`src/rtl/uart_rx_cfg.sv`:
```
// uart_rx_cfg: parametrised UART receiver with 16x oversampling, 2-of-3 majority
// vote per bit, optional parity, stop-bit checking and a one-entry output holding
// register on a valid/ready stream.
// Optional build macro: UART_RX_TIMEOUT_EN adds rx_idle_timeout and TIMEOUT_BITS.
module uart_rx_cfg #(
  parameter int UART_BPS  = 115200,
  parameter int CLK_FREQ  = 50_000_000,
  parameter int DATA_BITS = 8,
  parameter int PARITY    = 0,
  parameter int STOP_BITS = 1
`ifdef UART_RX_TIMEOUT_EN
  ,
  parameter int TIMEOUT_BITS = 4
`endif
) (
  input  logic                 sys_clk,
  input  logic                 sys_rst_n,
  input  logic                 rx,
  output logic [DATA_BITS-1:0] m_data,
  output logic                 m_valid,
  input  logic                 m_ready,
  output logic                 parity_err,
  output logic                 frame_err,
  output logic                 overrun,
  output logic                 busy
`ifdef UART_RX_TIMEOUT_EN
  ,
  output logic                 rx_idle_timeout
`endif
);

  localparam int OSR_RAW = CLK_FREQ / (UART_BPS * 16);
  localparam int OSR_DIV = (OSR_RAW < 1) ? 1 : OSR_RAW;
  localparam int DIV_W   = (OSR_DIV > 1) ? $clog2(OSR_DIV) : 1;

  typedef enum logic [2:0] {S_IDLE, S_START, S_DATA, S_PARITY, S_STOP, S_DONE} state_t;

  state_t               r_state;
  state_t               w_nextState;
  logic [1:0]           r_rxSync;
  logic                 r_rxHist;
  logic [DIV_W-1:0]     r_divCnt;
  logic [3:0]           r_tickCnt;
  logic [3:0]           r_bitCnt;
  logic [1:0]           r_samp;
  logic                 r_startVal;
  logic [DATA_BITS-1:0] r_shift;
  logic                 r_perr;
  logic                 r_ferr;
  logic [DATA_BITS-1:0] r_data;
  logic                 r_valid;
  logic                 r_perrOut;
  logic                 r_ferrOut;
  logic                 r_overrun;
  logic                 w_busy;

  wire w_rx        = r_rxSync[1];
  wire w_fall      = r_rxHist & ~w_rx;
  wire w_tick      = (r_divCnt == DIV_W'(OSR_DIV - 1));
  wire w_voteTick  = w_tick && (r_tickCnt == 4'd9);
  wire w_endTick   = w_tick && (r_tickCnt == 4'd15);
  wire w_vote      = (r_samp[1] & r_samp[0]) | (r_samp[1] & w_rx) | (r_samp[0] & w_rx);
  wire w_lastData  = (r_bitCnt == 4'(DATA_BITS - 1));
  wire w_lastStop  = (r_bitCnt == 4'(STOP_BITS - 1));
  wire w_parExp    = (PARITY == 2) ? ~(^r_shift) : (^r_shift);
  wire w_load      = (r_state == S_DONE) && (!r_valid || m_ready);

  assign m_data     = r_data;
  assign m_valid    = r_valid;
  assign parity_err = r_perrOut;
  assign frame_err  = r_ferrOut;
  assign overrun    = r_overrun;
  assign busy       = w_busy;

  // Two-flop synchroniser plus a history flop so a falling edge can be seen on the line.
  always_ff @(posedge sys_clk or negedge sys_rst_n) begin
    if (!sys_rst_n) begin
      r_rxSync <= 2'b11;
      r_rxHist <= 1'b1;
    end else begin
      r_rxSync <= {r_rxSync[0], rx};
      r_rxHist <= w_rx;
    end
  end

  // FSM state register.
  always_ff @(posedge sys_clk or negedge sys_rst_n) begin
    if (!sys_rst_n) r_state <= S_IDLE;
    else            r_state <= w_nextState;
  end

  // Next-state logic; STOP exits at the vote tick so a back-to-back start edge lands in IDLE.
  always_comb begin
    w_nextState = r_state;
    case (r_state)
      S_IDLE:   if (w_fall) w_nextState = S_START;
      S_START:  if (w_endTick) w_nextState = r_startVal ? S_IDLE : S_DATA;
      S_DATA:   if (w_endTick && w_lastData) w_nextState = (PARITY != 0) ? S_PARITY : S_STOP;
      S_PARITY: if (w_endTick) w_nextState = S_STOP;
      S_STOP:   if (w_voteTick && w_lastStop) w_nextState = S_DONE;
      S_DONE:   w_nextState = S_IDLE;
      default:  w_nextState = S_IDLE;
    endcase
  end

  // FSM outputs.
  always_comb begin
    w_busy = (r_state != S_IDLE);
  end

  // Oversampling counters, bit sampling, shifting and error latching for the frame in flight.
  always_ff @(posedge sys_clk or negedge sys_rst_n) begin
    if (!sys_rst_n) begin
      r_divCnt   <= '0;
      r_tickCnt  <= '0;
      r_bitCnt   <= '0;
      r_samp     <= 2'b11;
      r_startVal <= 1'b1;
      r_shift    <= '0;
      r_perr     <= 1'b0;
      r_ferr     <= 1'b0;
    end else if (r_state == S_IDLE) begin
      r_divCnt  <= '0;
      r_tickCnt <= '0;
      r_bitCnt  <= '0;
      if (w_fall) begin
        r_perr <= 1'b0;
        r_ferr <= 1'b0;
      end
    end else begin
      r_divCnt <= w_tick ? '0 : r_divCnt + 1'b1;
      if (w_tick) begin
        r_tickCnt <= r_tickCnt + 4'd1;
        if (r_tickCnt == 4'd7) r_samp[1] <= w_rx;
        if (r_tickCnt == 4'd8) r_samp[0] <= w_rx;
      end
      if (w_voteTick) begin
        case (r_state)
          S_START:  r_startVal <= w_vote;
          S_DATA:   r_shift <= {w_vote, r_shift[DATA_BITS-1:1]};
          S_PARITY: if (w_vote != w_parExp) r_perr <= 1'b1;
          S_STOP:   if (!w_vote) r_ferr <= 1'b1;
          default:  ;
        endcase
      end
      if (w_endTick) begin
        if (r_state == S_DATA)      r_bitCnt <= w_lastData ? 4'd0 : r_bitCnt + 4'd1;
        else if (r_state == S_STOP) r_bitCnt <= r_bitCnt + 4'd1;
      end
    end
  end

  // One-entry holding register: load on DONE when free or draining, otherwise flag an overrun.
  always_ff @(posedge sys_clk or negedge sys_rst_n) begin
    if (!sys_rst_n) begin
      r_data    <= '0;
      r_valid   <= 1'b0;
      r_perrOut <= 1'b0;
      r_ferrOut <= 1'b0;
      r_overrun <= 1'b0;
    end else begin
      r_overrun <= 1'b0;
      if (w_load) begin
        r_data    <= r_shift;
        r_perrOut <= r_perr;
        r_ferrOut <= r_ferr;
        r_valid   <= 1'b1;
      end else begin
        if (r_state == S_DONE) r_overrun <= 1'b1;
        if (r_valid && m_ready) r_valid <= 1'b0;
      end
    end
  end

`ifdef UART_RX_TIMEOUT_EN
  localparam int BIT_CYC = OSR_DIV * 16;
  localparam int CYC_W   = $clog2(BIT_CYC);
  localparam int TO_W    = (TIMEOUT_BITS > 1) ? $clog2(TIMEOUT_BITS) : 1;

  logic             r_toArmed;
  logic [CYC_W-1:0] r_toCyc;
  logic [TO_W-1:0]  r_toBits;
  logic             r_toPulse;

  assign rx_idle_timeout = r_toPulse;

  // Idle-gap timer: armed by each finished frame, counts high-line bit periods in IDLE, fires once.
  always_ff @(posedge sys_clk or negedge sys_rst_n) begin
    if (!sys_rst_n) begin
      r_toArmed <= 1'b0;
      r_toCyc   <= '0;
      r_toBits  <= '0;
      r_toPulse <= 1'b0;
    end else begin
      r_toPulse <= 1'b0;
      if (r_state == S_IDLE && w_fall) begin
        r_toCyc  <= '0;
        r_toBits <= '0;
      end else if (r_state == S_DONE) begin
        r_toArmed <= 1'b1;
        r_toCyc   <= '0;
        r_toBits  <= '0;
      end else if (r_toArmed && r_state == S_IDLE && w_rx) begin
        if (r_toCyc == CYC_W'(BIT_CYC - 1)) begin
          r_toCyc <= '0;
          if (r_toBits == TO_W'(TIMEOUT_BITS - 1)) begin
            r_toPulse <= 1'b1;
            r_toArmed <= 1'b0;
          end else begin
            r_toBits <= r_toBits + 1'b1;
          end
        end else begin
          r_toCyc <= r_toCyc + 1'b1;
        end
      end
    end
  end
`endif

endmodule

```
`config.mk`:
```
export PLATFORM = sky130hd
export DESIGN_NAME = uart_rx_cfg
export DESIGN_NICKNAME = d
export VERILOG_FILES = /design/src/rtl/uart_rx_cfg.sv
export SDC_FILE = /design/constraint.sdc
export NUM_CORES = 1
export LEC_CHECK = 0
export ABC_AREA = 1
export BUFFER_PORTS_ARGS = -buffer_cell sky130_fd_sc_hd__buf_4
export CORE_MARGIN = 5
export CORE_UTILIZATION = 45
export CTS_CLUSTER_DIAMETER = 40
export DETAILED_ROUTE_END_ITERATION = 10
export PLACE_DENSITY = 0.71
export SETUP_SLACK_MARGIN = 0.02
export SLEW_MARGIN = 20
export SYNTH_ARGS = -nofsm -noshare
export SYNTH_HDL_FRONTEND = slang
export SYNTH_SLANG_ARGS = --single-unit
```
`constraint.sdc`:
```
create_clock -name sys_clk -period 2.95 [get_ports sys_clk]
set_input_delay 0.59 -clock sys_clk [delete_from_list [all_inputs] [get_ports sys_clk]]
set_output_delay 0.59 -clock sys_clk [all_outputs]
set_load 0.02 [all_outputs]
```
==> results.toml <==
[outcome]
status = "finished, final reports clean"

[critical_path]
cp_max_fo = 8
required_ns = 2.36
worst_ep_arrival_time_ns = 1.31
worstPathCellList = "nor2_2, inv_2, nor2_8, inv_4, buf_4"
critPathCaptureType = "output pin"
crit_type = "reg2out"
cp_slowest_cell = "dfrtp_1"
startpoint_type = "flip-flop"
crit_path_max_incr_delay_ns = 0.42

[yosys]
synth_area_um2 = 2230
ys_seq_area_share_pct = 49.8
async_flop_share_pct = 100
synth_warnings = 0
syn_area_per_cell_um2 = 8.34
synthFlopType = "dfrtp_1"
synth_area_leaders = "dfrtp_1, nand2_1, dfstp_2, o21ai_0, inv_1"
synth_top_cell_by_area = "dfrtp_1"
synth_top_area_share_pct = 42.7
syn_nets = 278
postSynthCellCount = 267
synth_enable_flop_cells = 0
ys_types = 31
synth-seq-cells = 44

[global_route]
grt_pass1_wl_um = 7230
grt_pass1_vias = 1647
overflow = 0
track_usage_pct = 14.2
grt_start_max_net_pins = 45
antenna_found_initial = 0

[clock_network]
cts.root.buffer_cell = "clkbuf_8"
htree_levels = 2
postCtsSetupBuffers = 0
cts-resized-gates = 0
max-clock-path-buffers = 2
cts_tree = "built"
numCtsBuffers = 5
hold_buffers = 0
clock_latency_ns = 0.29
cts.clk_slew.worst_paths_ns = 0.08
cts_sinks = 44

[floorplanning]
die_h_um = 80.3
io_pins = 17
design.core.area_um2 = 4750
start_util_pct = 46.8
row_count = 25
dieArea_um2 = 6450
die_w_um = 80.3

[finish]
drive_above_1_share_pct = 18.8
nFillCells = 493
finalNetCount = 298
final-instance-count-excl-fill = 355
n_antenna_cell = 0
area_growth_pct = 12.4

[timing]
slew_headroom_pct = 56.9
finalSetupViolCount = 0
min_period_ns = 1.90
rsz0062_at_grt = "false"
period_share_pct = 64.6
finalClockSkew_ns = 0.00403
fin_tns_setup_ns = 0
fmax_ghz = 0.525
final-hold-violation-count = 0
tightest_slew_ns = 0.645
maxSlewViolCount = 0

[routing]
wirelength_um = 4010
via_count = 1686
dr.pass1.iters = 4
first_iter_violations = 82
drc = 0
via_per_inst = 4.75
wire_per_inst_um = 11.3
drt.antenna.violating_nets = 0

[run]
maxCapViolCount = 0

[place]
dp_hpwl_um = 2970
port_buffers = 16
place_inst = 347
gp_congestion = 0.792

[power]
p_leak_nw = 1.23
max-vdd-ir-drop_mv = 0.383
p_per_area_nw_per_um2 = 624

[min_path]
hold_class = "in2async"
## worst paths after layout
path	from	endpoint	slack [ns]	cells after the start
min reg2reg	r_rxSync[0]$_DFF_PN1_	r_rxSync[1]$_DFF_PN1_	0.36	0
min in group sys_clk	r_rxSync[0]$_DFF_PN1_	r_rxSync[1]$_DFF_PN1_	0.36	0
max	r_state[1]$_DFFE_PN0P_	busy	1.05	5
min	sys_rst_n	r_shift[6]$_DFFE_PN0P_	0.29	1
max reg2reg	r_divCnt[0]$_DFF_PN0_	r_bitCnt[2]$_DFFE_PN0P_	1.30	9
max in group asynchronous	sys_rst_n	r_startVal$_DFFE_PN1P_	2.29	1
## worst max-delay path, delay by kind of cell, from the launching register on
kind	cells	cell delay, ns
and+or+nand+nor	2	0.26
buffers and inverters	3	0.33
DFF	1	0.42
## metal layers
layer | routed length (µm) | track usage (%) | vias up
li1 | - | - | 878
met1 | 1980 | 18.4 | 782
met2 | 1840 | 23.4 | 22
met3 | 134 | 3.25 | 4
met4 | 59 | 4.56 | 0
met5 | 0 | 0 | -
## power by group
group	internal, mW	switching (mW)	leakage (nW)
registers	0.665	0.0538	0.584
logic	0.158	0.316	0.601
clock network	0.165	0.204	0.0479
total	0.988	0.574	1.23
## stage by stage
step / setup WS [ns] / util, % / hold WS (ns) / area [µm²] / power [mW]
6_report: 1.05 / 52.6 / 0.289 / 2500 / 1.56
3_3_place_gp: 1.27 / 50.8 / 0.346 / 2410 / 1.20
2_1_floorplan: 1.50 / - / 0.294 / 2230 / 1.09
3_5_place_dp: 1.19 / 50.8 / 0.348 / 2410 / 1.21
4_1_cts: 1.03 / 52.6 / 0.299 / 2500 / 1.58
5_1_grt: 0.973 / 52.6 / 0.321 / 2500 / 1.68
## cell type report
cell class | instances | area, µm² | area share, %
inverters | 38 | 150 | 6.00
multi-input cells | 182 | 952 | 38.0
repair buffers | 16 | 120 | 4.80
clock buffers | 5 | 68.8 | 2.75
well taps | 67 | 83.8 | 3.35
flip-flops and latches | 44 | 1110 | 44.3
clock inverters | 3 | 18.8 | 0.750
## flip-flops by register name, indices dropped and copies added, names as in the netlist
register / cells
r_perr: 1
overrun: 1
frame_err: 1
r_bitCnt: 4
parity_err: 1
r_ferr: 1
r_tickCnt: 4
r_startVal: 1
r_rxHist: 1
r_rxSync: 2
m_valid: 1
r_samp: 2
r_divCnt: 5
r_shift: 8
m_data: 8
r_state: 3
## placed cells by master (no fill, tap or decap), drive strengths merged
master  synthesis  layout
dfstp           6       6
o21ai          30      30
nand3          16      16
xor2            3       3
nand4           3       3
a211oi          1       1
o211ai          1       1
nor2           22      22
buf             1      16
nand2          85      85
dfrtp          38      38
ha              7       7
o21a            1       1
clkinv          1       4
a31oi           1       1
xnor2           1       1
nor3            2       2
clkbuf          2       5
a21oi           9       9
inv            37      37
## logic make-up after synthesis
kind of cell	count (synthesis)	share of synthesized area, %
simple gates	128	26.5
flops	44	49.8
compound gates	43	10.7
buf+inv	41	7.42
fa+ha+maj	7	3.93
xor+xnor	4	1.57
## synth_stat cells (all sizes together) (2+ instances only)
master / n
nor3: 2
o21ai: 30
clkbuf: 2
nand2: 85
dfrtp: 38
dfstp: 6
nand4: 3
nand3: 16
ha: 7
inv: 37
xor2: 3
nor2: 22
a21oi: 9
(Power assumes the default switching activity.)
